**config.mk**
```make
export PLATFORM = sky130hd
export DESIGN_NAME = switch_receiver
export DESIGN_NICKNAME = d
export VERILOG_FILES = /design/src/rtl/switch_receiver.sv
export SDC_FILE = /design/constraint.sdc
export NUM_CORES = 1
export LEC_CHECK = 0
export CAP_MARGIN = 20
export CORE_MARGIN = 4
export CORE_UTILIZATION = 49
export CTS_CLUSTER_SIZE = 20
export DETAILED_ROUTE_END_ITERATION = 10
export PLACE_DENSITY = 0.81
export SYNTH_ARGS = -nofsm -noshare
export SYNTH_HDL_FRONTEND = slang
export SYNTH_SLANG_ARGS = --single-unit
```
**constraint.sdc**
```tcl
create_clock -name clk -period 3.52 [get_ports clk]
set_clock_uncertainty 0.15 [all_clocks]
set_input_delay 0.704 -clock clk [delete_from_list [all_inputs] [get_ports clk]]
set_output_delay 0.704 -clock clk [all_outputs]
set_load 0.05 [all_outputs]
```
**src/rtl/switch_receiver.sv**
```systemverilog
// AXIS egress sink: writes accepted frames into the frame buffer and pushes {end_ptr, tdest} on commit.
// Optional statistics counters are enabled with `define SWITCH_RECEIVER_STATS_EN.
package switch_receiver_pkg;
  localparam int unsigned AXIS_DEST_WIDTH = 4;

  typedef struct packed {
    logic [15:0]                tdata;
    logic [AXIS_DEST_WIDTH-1:0] tdest;
    logic                       tvalid;
    logic                       tlast;
  } axis_d_source_t;

  typedef struct packed {
    logic tready;
  } axis_d_sink_t;
endpackage

module switch_receiver
  import switch_receiver_pkg::*;
#(
  parameter int unsigned ADDR_WIDTH        = 11,
  parameter int unsigned TIMEOUT_CTR_WIDTH = 3
) (
  input  logic                  clk,
  input  logic                  reset,
  input  axis_d_source_t        ingress_source,
  output axis_d_sink_t          ingress_sink,
  input  logic [ADDR_WIDTH:0]   frame_rptr,
  output logic [ADDR_WIDTH:0]   frame_waddr,
  output logic [15:0]           frame_wdata,
  output logic                  frame_wen,
  input  logic                  sideband_full,
  output logic [19:0]           sideband_wdata,
  output logic                  sideband_wen,
  output logic [15:0]           frames_ok,
  output logic [15:0]           frames_dropped
);
  localparam int unsigned PW = ADDR_WIDTH + 1;

  typedef enum logic [1:0] {IDLE, RECV, DRAIN} state_t;

  state_t                     state;
  logic [PW-1:0]              wptr;
  logic [PW-1:0]              start_ptr;
  logic [PW-1:0]              wptr_inc;
  logic [AXIS_DEST_WIDTH-1:0] dest;
  logic [TIMEOUT_CTR_WIDTH:0] timeout_ctr;
  logic                       full;
  logic                       tready;
  logic                       accept;
  logic                       timed_out;

  function automatic logic [19:0] sb_entry(input logic [PW-1:0] end_ptr,
                                           input logic [AXIS_DEST_WIDTH-1:0] d);
    logic [19:0] e;
    e = '0;
    e[AXIS_DEST_WIDTH +: PW]  = end_ptr;
    e[AXIS_DEST_WIDTH-1:0]    = d;
    return e;
  endfunction

  assign full = (wptr[ADDR_WIDTH] != frame_rptr[ADDR_WIDTH]) &&
                (wptr[ADDR_WIDTH-1:0] == frame_rptr[ADDR_WIDTH-1:0]);
  assign accept    = ingress_source.tvalid & tready;
  assign timed_out = timeout_ctr[TIMEOUT_CTR_WIDTH];
  assign wptr_inc  = wptr + 1'b1;

  // tready never depends on tvalid; held low while reset is asserted
  always_comb begin
    tready = 1'b0;
    case (state)
      IDLE:        tready = ~full & ~sideband_full;
      RECV, DRAIN: tready = 1'b1;
      default:     tready = 1'b0;
    endcase
    if (!reset) tready = 1'b0;
  end

  assign ingress_sink.tready = tready;

  always_ff @(posedge clk or negedge reset) begin
    if (!reset) begin
      state          <= IDLE;
      wptr           <= '0;
      start_ptr      <= '0;
      dest           <= '0;
      timeout_ctr    <= '0;
      frame_wen      <= 1'b0;
      frame_waddr    <= '0;
      frame_wdata    <= '0;
      sideband_wen   <= 1'b0;
      sideband_wdata <= '0;
    end else begin
      frame_wen    <= 1'b0;
      sideband_wen <= 1'b0;
      case (state)
        IDLE: begin
          timeout_ctr <= '0;
          if (accept) begin
            start_ptr   <= wptr;
            dest        <= ingress_source.tdest;
            frame_wen   <= 1'b1;
            frame_waddr <= wptr;
            frame_wdata <= ingress_source.tdata;
            wptr        <= wptr_inc;
            if (ingress_source.tlast) begin
              sideband_wen   <= 1'b1;
              sideband_wdata <= sb_entry(wptr_inc, ingress_source.tdest);
            end else begin
              state <= RECV;
            end
          end
        end
        RECV: begin
          // Timeout wins over a coincident beat; a non-last beat then drains the rest
          if (timed_out) begin
            wptr        <= start_ptr;
            timeout_ctr <= '0;
            state       <= (accept && !ingress_source.tlast) ? DRAIN : IDLE;
          end else if (accept) begin
            timeout_ctr <= '0;
            if (full) begin
              wptr  <= start_ptr;
              state <= ingress_source.tlast ? IDLE : DRAIN;
            end else begin
              frame_wen   <= 1'b1;
              frame_waddr <= wptr;
              frame_wdata <= ingress_source.tdata;
              wptr        <= wptr_inc;
              if (ingress_source.tlast) begin
                sideband_wen   <= 1'b1;
                sideband_wdata <= sb_entry(wptr_inc, dest);
                state          <= IDLE;
              end
            end
          end else if (!ingress_source.tvalid) begin
            timeout_ctr <= timeout_ctr + 1'b1;
          end
        end
        DRAIN: begin
          if (accept) begin
            timeout_ctr <= '0;
            if (ingress_source.tlast) state <= IDLE;
          end else if (timed_out) begin
            timeout_ctr <= '0;
            state       <= IDLE;
          end else if (!ingress_source.tvalid) begin
            timeout_ctr <= timeout_ctr + 1'b1;
          end
        end
        default: state <= IDLE;
      endcase
    end
  end

`ifdef SWITCH_RECEIVER_STATS_EN
  logic commit;
  logic drop;

  assign commit = accept & ingress_source.tlast &
                  ((state == IDLE) | ((state == RECV) & ~timed_out & ~full));
  assign drop   = (state == RECV) & (timed_out | (accept & full));

  always_ff @(posedge clk or negedge reset) begin
    if (!reset) begin
      frames_ok      <= '0;
      frames_dropped <= '0;
    end else begin
      if (commit && frames_ok != '1)    frames_ok      <= frames_ok + 1'b1;
      if (drop && frames_dropped != '1) frames_dropped <= frames_dropped + 1'b1;
    end
  end
`else
  assign frames_ok      = '0;
  assign frames_dropped = '0;
`endif

endmodule

```
**Word-level counts from Yosys, hierarchy flattened**

Index checks and enable logic that the tools add are counted.
W data, S select, Z words.

- Logic and storage cells: 93
- Bits in registers: 84
- Bits in writable memories: 0
- Bits in read-only memories: 0
- Latch bits: 0
- Memories: 0
- Bits of input ports: 37
- Output and inout bits: 83

- Add/sub/neg operators: 2
- Order comparisons: 0
- Shift operators: 0
- Reductions and logical operators: 12
- Equality and inequality tests: 13
- Multiply operators: 0
- Mux-type cells: 52
- Bitwise operators: 4
- Divide/modulo/power cells: 0

Operators by type and width:

| cell | count |
|---|---|
| $mux W20 | 6 |
| $mux W12 | 8 |
| $mux W16 | 4 |
| $pmux W12 S2 | 2 |
| $pmux W20 S2 | 1 |
| $pmux W16 S2 | 1 |
| $mux W2 | 10 |
| $mux W4 | 5 |
| $ne A2 B2 Y1 const B | 7 |
| $add A12 B1 Y12 const B | 1 |
| $pmux W4 S3 | 1 |
| $eq A11 B11 Y1 | 1 |
| $mux W1 | 10 |
| $reduce_and A7 Y1 | 1 |
| $ne A3 B3 Y1 const B | 2 |
| $pmux W1 S2 | 3 |
| $pmux W2 S3 | 1 |
| $reduce_and A5 Y1 | 1 |
| $add A4 B1 Y4 const B | 1 |
| $reduce_and A4 Y1 | 1 |
| $reduce_and A3 Y1 | 1 |
| $reduce_bool A3 Y1 | 1 |
| $and A1 B1 Y1 | 2 |
| $eq A2 B1 Y1 const B | 1 |
| other kinds (9) | 11 |

**Logic depth before layout (Yosys ltp)**

- Depth in word-level cells: 11
- Depth in mapped cells: 9
- Mapped depth without buffers: 8

**Worst setup path after synthesis**

OpenSTA, ideal clock, no wires.

- Path kind: input -> output
- From: input port frame_rptr[8]
- To: output port ingress_sink
- Slack: 382 ps
- Arrival: 2,284 ps
- Stages on the path: 5
- Data required time: 2,666 ps
- Buffers on the path: 0
- Cell sequence: xor2_1 -> nor4_4 -> nand3_1 -> a21oi_1 -> nor3_1

- Longest elaborated chain between the ends: 6

RTL lines:

| what | line | text |
|---|---|---|
| start: declaration | 28 | `input logic [ADDR_WIDTH:0] frame_rptr,` |
| $eq A11 B11 Y1 | 63 | `(wptr[ADDR_WIDTH-1:0] == frame_rptr[ADDR_WIDTH-1:0]);` |
| $logic_and A1 B1 Y1 | 62 | `assign full = (wptr[ADDR_WIDTH] != frame_rptr[ADDR_WIDTH]) &&` |
| $not A1 Y1 | 72 | `IDLE: tready = ~full & ~sideband_full;` |
| $and A1 B1 Y1 | 72 |  |
| $pmux W1 S2 | 71 | `case (state)` |
| $mux W1 | 76 | `if (!reset) tready = 1'b0;` |
| end: declaration | 27 | `output axis_d_sink_t ingress_sink,` |

No other way between the ends.

**Final worst setup path**

- From: input port frame_rptr[7]
- To: output port ingress_sink

Same word-level chain as after synthesis.

==> results.py <==
metrics = {
    "clock_tree": {
        "cts-htree-levels": 3,
        "clkSinkCount": 80,
        "ctsLongestPathBuffers": 2,
        "cts_hold_buf": 0,
        "cts_setup_buffers": 0,
        "cts_buffers": 9,
        "cts_tree": "done",
        "cts_resized": 0,
        "clk_latency_ns": 0.36,
        "root_buffer": "clkbuf_8",
        "clk_pin_slew_ns": 0.09,
    },
    "timing": {
        "tns_ns": 0,
        "finalHoldViolCount": 0,
        "setup_viol": 0,
        "finalCriticalPeriod_ns": 3.38,
        "rsz0062_at_grt": "no",
        "post-route-period-util": 0.959,
        "slew_viol_final": 0,
        "relSlewSlack": 0.284,
        "worstMarginPinSlew_ns": 1.07,
        "max_freq_mhz": 296,
    },
    "setup_path": {
        "critPathArrivalTime_ns": 2.52,
        "ff2ff_setup_slack_ns": 0.20,
        "critPathMaxFanout": 3,
        "critPathRequiredTime_ns": 2.67,
        "crit_path_max_incr_delay_ns": 0.48,
        "r2r_cells": 8,
        "cp-end-kind": "primary output",
        "r2r_start": "state[0]$_DFFE_PN0P_",
        "path_cells": "clkdlybuf4s50_1 -> xor2_1 -> nor4_4 -> nand3_1 -> a21oi_1 -> nor3_1 -> buf_4",
        "critPathLaunchType": "primary input",
        "critPathSlowestCell": "nor4_4",
        "reg2reg_to": "frame_wdata[12]$_DFFE_PN0P_",
        "crit_type": "primary input to primary output",
        "crit_path_start": "frame_rptr[7]",
    },
    "detailed_routing": {
        "routed_wl_microns": 9810,
        "routed_via_density": 5.26,
        "drt_iter0_markers": 112,
        "vias": 2943,
        "drc": 0,
        "drt-wirelength-per-cell_microns": 17.5,
        "drtPass1Iterations": 4,
        "antenna_left": 0,
    },
    "synthesis": {
        "synthFlopType": "dfrtp_1",
        "synth_cells": 366,
        "synth.area.top_cells": "dfrtp_1, mux2_4, buf_4",
        "synth.most_common_cell": "dfrtp_1",
        "synth-edff-count": 0,
        "synthArstFlopShare": 1.00,
        "seq_area_frac_synth": 0.448,
        "avgSynthCellArea_sq_um": 12.2,
        "synth_common_cells": "dfrtp_1, mux2_4, buf_4",
        "ys_types": 50,
        "yosysTopAreaCell": "dfrtp_1",
        "yosysTopAreaCellShare": 0.448,
        "synth_warnings": 0,
        "synth-seq-cells": 80,
        "synth.cell_area_sq_mm": 0.00446,
    },
    "global_routing": {
        "grt_pass1_vias": 3004,
        "grt-busiest-layer": "met2",
        "overflow": 0,
        "grt.met2_usage": 0.281,
        "met1_usage": 0.241,
        "antenna_found_initial": 0,
        "gr-usage-all-layers": 0.188,
        "grt_max_degree": 81,
        "grtUsageMet3": 0.0684,
        "grt_pass1_wl_microns": 15300,
    },
    "floorplanning": {
        "die_w_microns": 103,
        "std_cell_rows": 34,
        "die_h_microns": 103,
        "initial_core_util": 0.507,
        "core_area_sq_mm": 0.00881,
        "ios": 120,
        "fp.dieArea_sq_mm": 0.0107,
    },
    "layout": {
        "regArea_sq_mm": 0.00200,
        "antennaDiodeCount": 0,
        "area_growth_pct": 21.1,
        "num-fill-cells": 692,
        "drive_gt1_frac": 0.223,
        "nNetsFinal": 490,
        "multi_input_area_sq_mm": 0.00209,
    },
    "power": {
        "netSwitchingPower_uw": 1910,
        "irDropWorstVdd_mv": 0.569,
        "seq_power_share": 0.342,
        "intPower_uw": 2350,
        "switching_share": 0.447,
        "p_clk_frac": 0.154,
        "power_density_mw_per_mm2": 787,
        "power.leakage_uw": 0.00244,
        "combPwrFrac": 0.504,
        "power_uw": 4260,
    },
    "outcome": {
        "status": "completed",
    },
    "min_path": {
        "hold_path.class": "primary input to asynchronous set/reset pin",
    },
    "run": {
        "drv_cap": 0,
    },
    "place": {
        "dp_hpwl_microns": 6990,
        "io_buffers": 83,
        "routabilityCongestion": 0.929,
    },
}
-- worst max path at each step --
stage | cells past startpoint | end | slack [ns]
2_1_floorplan | 5 | ingress_sink | 0.38
3_3_place_gp | 6 | frame_wdata[13]$_DFFE_PN0P_ | 0.06
3_5_place_dp | 6 | frame_wdata[12]$_DFFE_PN0P_ | -0.004
4_1_cts | 7 | ingress_sink | 0.15
5_1_grt | 7 | ingress_sink | 0.06
6_report | 7 | ingress_sink | 0.14
-- power groups by stage --
stage,logic (uW),clock network (uW),registers (uW)
6_report,2140,657,1460
5_1_grt,2260,713,1490
4_1_cts,2150,673,1460
3_5_place_dp,2150,0,1470
3_3_place_gp,2110,0,1450
2_1_floorplan,970,0,2050
-- critical path: cells and delay by family --
family	cells	cell delay [ns]
AOI/OAI and AO/OA	1	0.21
xor gates and xnor gates	1	0.21
buffers and inverters	2	0.64
and+or+nand+nor	3	0.76
-- sequential cells by signal (all words and copies together), names as in the netlist --
name and count:
dest 4, frame_waddr 12, frame_wdata 16, frame_wen 1
sideband_wdata 16, sideband_wen 1, start_ptr 12, state 2
timeout_ctr 4, wptr 12
-- logic make-up after synthesis --
group           synth area share
buf+inv                    0.112
mux                        0.212
xor+xnor                  0.0432
flops                      0.448
simple gates              0.0900
fa+ha+maj                 0.0168
other cells             0.000840
compound gates            0.0771
-- per-layer routing --
metal  part of all wire  up-vias
li1                   -     1360
met1               0.41     1417
met2               0.47      148
met3               0.10       18
met4              0.022        0
met5                  0        -
-- cells in the final DEF, fill, tap and decap left out, types with 3 or more instances in the layout --
cell,instances
nor3_1,5
o21ai_0,12
mux2_2,24
clkdlybuf4s50_1,81
clkbuf_8,10
inv_1,14
conb_1,36
mux2_4,39
mux2i_1,9
dfrtp_1,80
nor4_4,3
and3_1,5
a22oi_1,3
nand2_1,16
buf_4,10
xor2_1,13
ha_1,6
a2bb2oi_1,5
xnor2_1,9
nor2_1,11
a21oi_1,12
nand3_1,9
-- layout make-up --
class	instances	area share
flip-flops and latches	80	0.370
clock buffers	10	0.0255
repair buffers	93	0.173
inverters	14	0.00972
well taps	108	0.0250
multi-input cells	249	0.387
clock inverters	6	0.00972
-- metrics by stage --
step                setup slack (ns)  utilization  hold WS [ns]  cell area, sq um  cells
floorplan                      0.382            -         0.258              4600    401
global placement              0.0644        0.589         0.334              5190    543
detailed placement          -0.00371        0.589         0.345              5190    543
CTS                            0.152        0.611         0.368              5380    559
global route                  0.0556        0.614         0.116              5410    560
finish                         0.143        0.614         0.119              5410    560
Note: power is estimated with default switching activity, not from simulation.
